==> config.mk <==
export PLATFORM = sky130hd
export DESIGN_NAME = mem_access_unit
export DESIGN_NICKNAME = d
export VERILOG_FILES = /design/src/rtl/mem_access_unit.sv
export SDC_FILE = /design/constraint.sdc
export NUM_CORES = 1
export LEC_CHECK = 0
export CORE_MARGIN = 3
export CORE_UTILIZATION = 34
export CTS_CLUSTER_DIAMETER = 60
export DETAILED_ROUTE_END_ITERATION = 6
export SYNTH_ARGS = -nofsm -noshare
export SYNTH_HDL_FRONTEND = slang
export SYNTH_SLANG_ARGS = --single-unit
==> constraint.sdc <==
create_clock -name Clk -period 4.8 [get_ports Clk]
set_input_delay 0.96 -clock Clk [delete_from_list [all_inputs] [get_ports Clk]]
set_output_delay 0.96 -clock Clk [all_outputs]
set_load 0.05 [all_outputs]
==> src/rtl/mem_access_unit.sv <==
// mem_access_unit: byte-addressed load/store front end for a word-only RAM.
// It extracts and extends load lanes, and builds sub-word stores by
// read-modify-write. It returns exactly one response per accepted request,
// and it flags misaligned accesses and the illegal size encoding.
module mem_access_unit #(
  parameter int n = 5,
  parameter int m = 32
) (
  input  logic         Clk,
  input  logic         Reset_n,
  input  logic         ReqValid,
  output logic         ReqReady,
  input  logic         ReqWrite,
  input  logic [1:0]   ReqSize,
  input  logic         ReqSigned,
  input  logic [n+1:0] ReqAddr,
  input  logic [m-1:0] ReqWData,
  output logic         RspValid,
  output logic [m-1:0] RspRData,
  output logic         RspErr,
  output logic [n-1:0] RamAddr,
  output logic [m-1:0] RamDataIn,
  output logic         RamMemWR,
  input  logic [m-1:0] RamDataOut
);

  typedef enum logic [1:0] {IDLE, READ, WRITE, RESP} stateT;

  stateT        state;
  logic         reqWrite;
  logic [1:0]   reqSize;
  logic         reqSigned;
  logic [n+1:0] reqAddr;
  logic [15:0]  reqWLow;

  // Size 11 is illegal. Halves need an even address. Words need a 4-byte aligned address.
  function automatic logic badAccess(input logic [1:0] size, input logic [1:0] lane);
    logic bad;
    bad = 1'b0;
    case (size)
      2'b01:   bad = lane[0];
      2'b10:   bad = (lane != 2'b00);
      2'b11:   bad = 1'b1;
      default: bad = 1'b0;
    endcase
    return bad;
  endfunction

  // Pick the addressed byte or half out of the RAM word, then sign- or zero-extend it.
  function automatic logic [m-1:0] extractLoad(input logic [m-1:0] word, input logic [1:0] size,
                                               input logic sgn, input logic [1:0] lane);
    logic [7:0]   b;
    logic [15:0]  h;
    logic [m-1:0] r;
    b = word[{lane, 3'b000} +: 8];
    h = lane[1] ? word[31:16] : word[15:0];
    case (size)
      2'b00:   r = {{(m-8){sgn & b[7]}}, b};
      2'b01:   r = {{(m-16){sgn & h[15]}}, h};
      default: r = word;
    endcase
    return r;
  endfunction

  // Replace the target byte or half lane of the old word (little-endian) with the store data.
  function automatic logic [m-1:0] mergeStore(input logic [m-1:0] old, input logic [15:0] wdata,
                                              input logic [1:0] size, input logic [1:0] lane);
    logic [m-1:0] r;
    r = old;
    if (size == 2'b00)
      r[{lane, 3'b000} +: 8] = wdata[7:0];
    else
      r[{lane[1], 4'b0000} +: 16] = wdata;
    return r;
  endfunction

  assign ReqReady = (state == IDLE);
  assign RamAddr  = (state == IDLE) ? '0 : reqAddr[n+1:2];

  // Request sequencer: accept, optional RAM read, optional single write cycle, one response pulse.
  // The merged store word is computed from the old word during READ and is held in RamDataIn for WRITE.
  always_ff @(posedge Clk or negedge Reset_n) begin
    if (!Reset_n) begin
      state     <= IDLE;
      reqWrite  <= 1'b0;
      reqSize   <= 2'b00;
      reqSigned <= 1'b0;
      reqAddr   <= '0;
      reqWLow   <= '0;
      RspValid  <= 1'b0;
      RspRData  <= '0;
      RspErr    <= 1'b0;
      RamDataIn <= '0;
      RamMemWR  <= 1'b0;
    end else begin
      case (state)
        IDLE: begin
          if (ReqValid) begin
            reqWrite  <= ReqWrite;
            reqSize   <= ReqSize;
            reqSigned <= ReqSigned;
            reqAddr   <= ReqAddr;
            reqWLow   <= ReqWData[15:0];
            if (badAccess(ReqSize, ReqAddr[1:0])) begin
              state    <= RESP;
              RspValid <= 1'b1;
              RspErr   <= 1'b1;
              RspRData <= '0;
            end else if (ReqWrite && (ReqSize == 2'b10)) begin
              state     <= WRITE;
              RamMemWR  <= 1'b1;
              RamDataIn <= ReqWData;
            end else begin
              state <= READ;
            end
          end
        end
        READ: begin
          if (reqWrite) begin
            state     <= WRITE;
            RamMemWR  <= 1'b1;
            RamDataIn <= mergeStore(RamDataOut, reqWLow, reqSize, reqAddr[1:0]);
          end else begin
            state    <= RESP;
            RspValid <= 1'b1;
            RspErr   <= 1'b0;
            RspRData <= extractLoad(RamDataOut, reqSize, reqSigned, reqAddr[1:0]);
          end
        end
        WRITE: begin
          state     <= RESP;
          RamMemWR  <= 1'b0;
          RamDataIn <= '0;
          RspValid  <= 1'b1;
          RspErr    <= 1'b0;
          RspRData  <= '0;
        end
        RESP: begin
          state    <= IDLE;
          RspValid <= 1'b0;
          RspErr   <= 1'b0;
          RspRData <= '0;
        end
        default: state <= IDLE;
      endcase
    end
  end

endmodule
==> flow_metrics.env, run 1 <==
export IMPL_drtPass1Iterations=6
export IMPL_seq_power_share_pct=24.6
export IMPL_clock_path_buffers=2
export IMPL_synth_edf_count=0
export IMPL_grt_pass1_vias=5208
export IMPL_grt_start_max_net_pins=64
export IMPL_dieArea_mm2=0.0189
export IMPL_path_buf_inv=2
export IMPL_crit_start="state[1]"
export IMPL_cts_buffers=9
export IMPL_final_common_cell="clkdlybuf4s50_1"
export IMPL_die_x_um=138
export IMPL_antenna_left=0
export IMPL_cp_required_ns=3.84
export IMPL_yosysWarnings=0
export IMPL_critPathTopFamily="buffers and inverters"
export IMPL_final_nets=807
export IMPL_final_util_pct=46.5
export IMPL_routed_via_density=5.62
export IMPL_clkPwrFrac_pct=12.1
export IMPL_skew_ns=0.00550
export IMPL_cts_hold_repair_buffers=0
export IMPL_synth_seq_cells=96
export IMPL_drcViolationCount=0
export IMPL_yosysUniqueCellTypes=50
export IMPL_via_count=5297
export IMPL_routed_wl_um=20100
export IMPL_path_cells="inv_1 > ha_1 > clkdlybuf4s50_1"
export IMPL_timing_rr_start="reqAddr[0]"
export IMPL_avgSynthCellArea_um2=9.92
export IMPL_hp_class="register to register"
export IMPL_drt_iter0_markers=525
export IMPL_cp_arrival_ns=2.23
export IMPL_intPower_mw=3.07
export IMPL_total_power_mw=6.08
export IMPL_min_from="RspRData[16]"
export IMPL_status="complete, no violations"
export IMPL_crit_fanout=11
export IMPL_synth_seq_area_share_pct=40.8
export IMPL_yosysTopAreaCell="dfrtp_1"
export IMPL_slew_headroom_pct=23.1
export IMPL_core_region_area_mm2=0.0168
export IMPL_cts_tree="done"
export IMPL_mostFrequentLayoutCells="clkdlybuf4s50_1, dfrtp_1, mux2_2, o21ai_0, a21oi_1"
export IMPL_async_reset_ff_share_pct=100
export IMPL_routedWlPerCell_um=21.3
export IMPL_power_density_mw_per_mm2=780
export IMPL_placementRows=47
export IMPL_final_layout_size_suffix_gt1_share_pct=17.2
export IMPL_grtUsageTotal_pct=21.2
export IMPL_p_sw_mw=3.01
export IMPL_antenna_found_initial=0
export IMPL_gp_congestion=0.892
export IMPL_grt_overflow_total=0
export IMPL_synth_top_area_share_pct=40.8
export IMPL_switching_share_pct=49.5
export IMPL_area_delta_synth_final_pct=32.4
export IMPL_max_freq_ghz=0.313
export IMPL_crit_type="register to output pin"
export IMPL_worst_slew_pin_slew_ns=1.15
export IMPL_grt_first_pass_wirelength_um=30400
export IMPL_hold_viol=0
export IMPL_syn_nets=683
export IMPL_setup_viol=0
export IMPL_diodes=0
export IMPL_start_kind="register"
export IMPL_finalSetupTns_ns=0
export IMPL_irDropWorstVdd_mv=0.319
export IMPL_rsz0062_at_grt="false"
export IMPL_root_buffer="clkbuf_16"
export IMPL_clk_pin_slew_worst_paths_ns=0.07
export IMPL_htree_levels=3
export IMPL_insertion_delay_ns=0.36
export IMPL_end_kind="output pin"
export IMPL_cts_sinks=96
export IMPL_min_period_over_period_pct=66.5
export IMPL_synth_area_leaders="dfrtp_1, mux2_2, o21ai_0, a221oi_1, a21oi_1"
export IMPL_leakagePower_nw=3.20
export IMPL_cap_violations=0
export IMPL_netlist_area_mm2=0.00589
export IMPL_port_buffers=150
export IMPL_slew_violations=0
export IMPL_die_y_um=138
export IMPL_dp_hpwl_um=14500
export IMPL_synth_top_flop_cell="dfrtp_1"
export IMPL_cts_resized_gates=0
export IMPL_combPwrFrac_pct=63.3
export IMPL_synthCells=594
export IMPL_post_cts_buffers=0
export IMPL_max_stage_delay_ns=0.89
export IMPL_min_period_ns=3.19
export IMPL_start_util_pct=35.2
export IMPL_critPathSlowestCell="clkdlybuf4s50_1"
export IMPL_ios=151
==> power groups by stage <==
stage | clock (mW) | sequential [mW] | combinational, mW
2_1_floorplan | 0 | 2.13 | 2.12
3_3_place_gp | 0 | 1.49 | 3.76
3_5_place_dp | 0 | 1.50 | 3.83
4_1_cts | 0.745 | 1.49 | 3.85
5_1_grt | 0.773 | 1.54 | 4.12
6_report | 0.736 | 1.49 | 3.85
==> Yosys cell counts, types with 7 or more instances <==
cell type	count
nor2_1	10
a221oi_1	24
dfrtp_1	96
nor2b_1	30
buf_2	14
mux2i_1	7
ha_1	11
inv_1	33
mux2_2	86
nand2b_1	24
a21oi_1	39
o21ai_0	66
nand2_1	35
o22ai_1	26
a31oi_1	9
clkbuf_1	17
==> final cells by class <==
cell class / count / area [um2]
repair buffers: 158 / 1560
multi-input cells: 420 / 3140
clock buffers: 9 / 225
inverters: 33 / 124
clock inverters: 7 / 72.6
well taps: 220 / 275
fillers: 1578 / 8960
flip-flops and latches: 96 / 2400
==> metal layers <==
layer  vias to the layer above  GRT usage [%]  routed length, um
li1                       2439              -                  -
met5                         -              0                  0
met2                       228           32.7               9320
met4                         0           8.43                557
met3                        40           3.18               1310
met1                      2590           29.9               8930
==> registers in the layout, summed over array words and instances (netlist names) <==
name	cells
reqAddr	7
reqSize	2
state	2
reqWLow	16
reqWrite	1
reqSigned	1
RspValid	1
RamDataIn	32
RspErr	1
RamMemWR	1
RspRData	32
==> kinds of logic (layout without fill, tap and decap cells) <==
logic type / Yosys count / in the layout / synth area share, %
muxes: 95 / 95 / 18.3
DFF: 96 / 96 / 40.8
and+or+nand+nor: 115 / 115 / 10.7
AOI/OAI and AO/OA: 199 / 199 / 21.7
buffers and inverters: 78 / 207 / 6.20
adders and majority gates: 11 / 11 / 2.34
==> metrics by stage <==
| stage | instances | cell area, um2 | hold WS (ns) | setup slack [ns] |
|---|---|---|---|---|
| floorplan | 594 | 5890 | 0.462 | 2.03 |
| global placement | 927 | 7500 | 0.465 | 1.70 |
| detailed placement | 927 | 7500 | 0.471 | 1.64 |
| CTS | 943 | 7790 | 0.486 | 1.59 |
| global route | 943 | 7800 | 0.508 | 1.51 |
| finish | 943 | 7800 | 0.480 | 1.61 |
==> worst paths after layout <==
path | slack, ns | cells after the start | end
setup / recovery | 1.61 | 3 | ReqReady
setup reg to reg | 2.08 | 6 | RamDataIn[30]
hold reg to reg | 0.48 | 2 | RspRData[16]
hold / removal | 0.48 | 2 | RspRData[16]
min in group asynchronous | 0.69 | 1 | reqAddr[2]
max in group asynchronous | 3.14 | 2 | RamDataIn[23]
==> worst min-delay path: cells and delay by family (launching register included) <==
kind	cells	cell delay, ns
AOI/OAI and AO/OA	1	0.06
DFF	1	0.34
and+or+nand+nor	1	0.04
Power figures use the tool's default switching activity.
==> run 2, diff against run 1 <==
==> constraint.sdc (replaced) <==
create_clock -name Clk -period 2.7 [get_ports Clk]
set_input_delay 0.54 -clock Clk [delete_from_list [all_inputs] [get_ports Clk]]
set_output_delay 0.54 -clock Clk [all_outputs]
set_load 0.05 [all_outputs]
==> flow_metrics.env, run 2 (synthesized netlist as in run 1, its figures left out) <==
export IMPL_grt_first_pass_wirelength_um=30900
export IMPL_ios=151
export IMPL_max_freq_ghz=0.391
export IMPL_area_delta_synth_final_pct=34.3
export IMPL_switching_share_pct=48.3
export IMPL_grtUsageTotal_pct=21.5
export IMPL_routed_wl_um=20300
export IMPL_crit_type="register to output pin"
export IMPL_core_region_area_mm2=0.0168
export IMPL_via_count=5333
export IMPL_p_sw_mw=5.32
export IMPL_reg_top3="RamDataIn: 32 flops, RspRData: 32 flops, reqWLow: 16 flops"
export IMPL_dp_hpwl_um=14900
export IMPL_antenna_found_initial=0
export IMPL_power_density_mw_per_mm2=1390
export IMPL_cp_required_ns=2.16
export IMPL_drt_iter0_markers=610
export IMPL_end_kind="output pin"
export IMPL_insertion_delay_ns=0.35
export IMPL_die_x_um=138
export IMPL_drtPass1Iterations=5
export IMPL_cts_buffers=9
export IMPL_routed_via_density=5.59
export IMPL_grt_start_max_net_pins=53
export IMPL_skew_ns=0.00702
export IMPL_slew_headroom_pct=27.8
export IMPL_grt_overflow_total=0
export IMPL_cts_tree="done"
export IMPL_cts_sinks=96
export IMPL_port_buffers=150
export IMPL_cp_arrival_ns=2.02
export IMPL_start_util_pct=35.2
export IMPL_die_y_um=138
export IMPL_crit_fanout=5
export IMPL_finalSetupTns_ns=0
export IMPL_status="complete, no violations"
export IMPL_worst_slew_pin_slew_ns=1.08
export IMPL_mostFrequentLayoutCells="clkdlybuf4s50_1, dfrtp_1, mux2_2, o21ai_0, a21oi_1"
export IMPL_grt_pass1_vias=5336
export IMPL_final_common_cell="clkdlybuf4s50_1"
export IMPL_routedWlPerCell_um=21.2
export IMPL_rsz0062_at_grt="false"
export IMPL_intPower_mw=5.71
export IMPL_final_layout_size_suffix_gt1_share_pct=18.4
export IMPL_placementRows=47
export IMPL_min_period_over_period_pct=94.7
export IMPL_gp_congestion=0.883
export IMPL_start_kind="register"
export IMPL_drcViolationCount=0
export IMPL_clk_pin_slew_worst_paths_ns=0.07
export IMPL_min_period_ns=2.56
export IMPL_cap_violations=0
export IMPL_dieArea_mm2=0.0189
export IMPL_diodes=0
export IMPL_final_nets=818
export IMPL_hold_viol=0
export IMPL_antenna_left=0
export IMPL_slew_violations=0
export IMPL_htree_levels=3
export IMPL_seq_power_share_pct=23.7
export IMPL_hold_ws_ns=0.182
export IMPL_total_power_mw=11.0
export IMPL_clock_path_buffers=2
export IMPL_root_buffer="clkbuf_16"
export IMPL_clkPwrFrac_pct=13.1
export IMPL_setup_viol=0
export IMPL_combPwrFrac_pct=63.2
export IMPL_hp_class="primary input to async pin"
export IMPL_irDropWorstVdd_mv=0.661
export IMPL_leakagePower_nw=3.30
## run 2: cell types whose count changed in the layout (fill, tap and decap cells not counted), sizes merged
| cell | delta |
|---|---|
| clkinvlp | -2 |
| dlymetal6s2s | +1 |
| clkinv | -4 |
| buf | +15 |
| bufinv | +1 |
| clkbuf | +5 |
| clkdlybuf4s50 | -5 |
## run 2: area by class of cell
class / count / area [um2]
multi-input combinational: 420 / 3130
tap: 220 / 275
fill: 1621 / 8850
clock buffer: 14 / 274
clock inverter: 2 / 60.1
inverter: 33 / 124
sequential: 96 / 2400
timing repair buffer: 169 / 1640
## run 2: critical path: stages, from the launching register on
cell	delay (ns)
dfrtp_1	0.43
inv_1	0.12
ha_1	0.27
clkdlybuf4s50_1	0.84
## run 2: final timing paths
check	startpoint	end	slack [ns]	cells after the start
setup / recovery	state[0]	ReqReady	0.14	3
hold / removal	Reset_n	RamMemWR	0.18	1
setup reg to reg	state[1]	RamDataIn[22]	0.40	7
hold reg to reg	RspRData[28]	RspRData[28]	0.49	2
max in group asynchronous	Reset_n	RspRData[29]	1.74	2
min in group Clk	RspRData[28]	RspRData[28]	0.49	2
## run 2: what timing repair did
action	CTS	global route
gates resized for setup	0	1
hold buffers	0	0
setup endpoints to repair	0	1
buffers inserted	0	0
## run 2: power groups by stage
stage          clock network, mW  logic (mW)  registers, mW
3_5_place_dp                   0        6.93           2.63
5_1_grt                     1.52        7.46           2.69
4_1_cts                     1.47        6.96           2.61
3_3_place_gp                   0        6.82           2.61
2_1_floorplan                  0        3.76           3.78
6_report                    1.45        6.97           2.61
## run 2: metrics by stage
stage | util (%) | instances | setup WS [ns] | area [um2]
5_1_grt | 47.2 | 954 | 0.0331 | 7910
2_1_floorplan | - | 594 | 0.349 | 5890
3_3_place_gp | 45.2 | 937 | 0.262 | 7570
3_5_place_dp | 45.2 | 937 | 0.181 | 7570
4_1_cts | 47.2 | 953 | 0.0251 | 7910
6_report | 47.2 | 954 | 0.143 | 7910
## run 2: routing by layer
layer  global-route usage, %  vias up  part of all wire, %
met5                       0        -                    0
met4                    8.04        0                  2.6
met3                    3.58       36                  6.7
met2                    33.9      218                   47
met1                    29.6     2621                   44
li1                        -     2458                    -
==> run 3, diff against run 2 <==
--- a/config.mk
+++ b/config.mk
@@ -7,8 +7,9 @@
 export LEC_CHECK = 0
 export CORE_MARGIN = 3
 export CORE_UTILIZATION = 34
-export CTS_CLUSTER_DIAMETER = 60
+export CTS_CLUSTER_DIAMETER = 100
 export DETAILED_ROUTE_END_ITERATION = 6
+export SETUP_SLACK_MARGIN = 0.02
 export SYNTH_ARGS = -nofsm -noshare
 export SYNTH_HDL_FRONTEND = slang
 export SYNTH_SLANG_ARGS = --single-unit
==> results of run 3 <==
Final layout, timing and power as in run 2 (identical DEF).
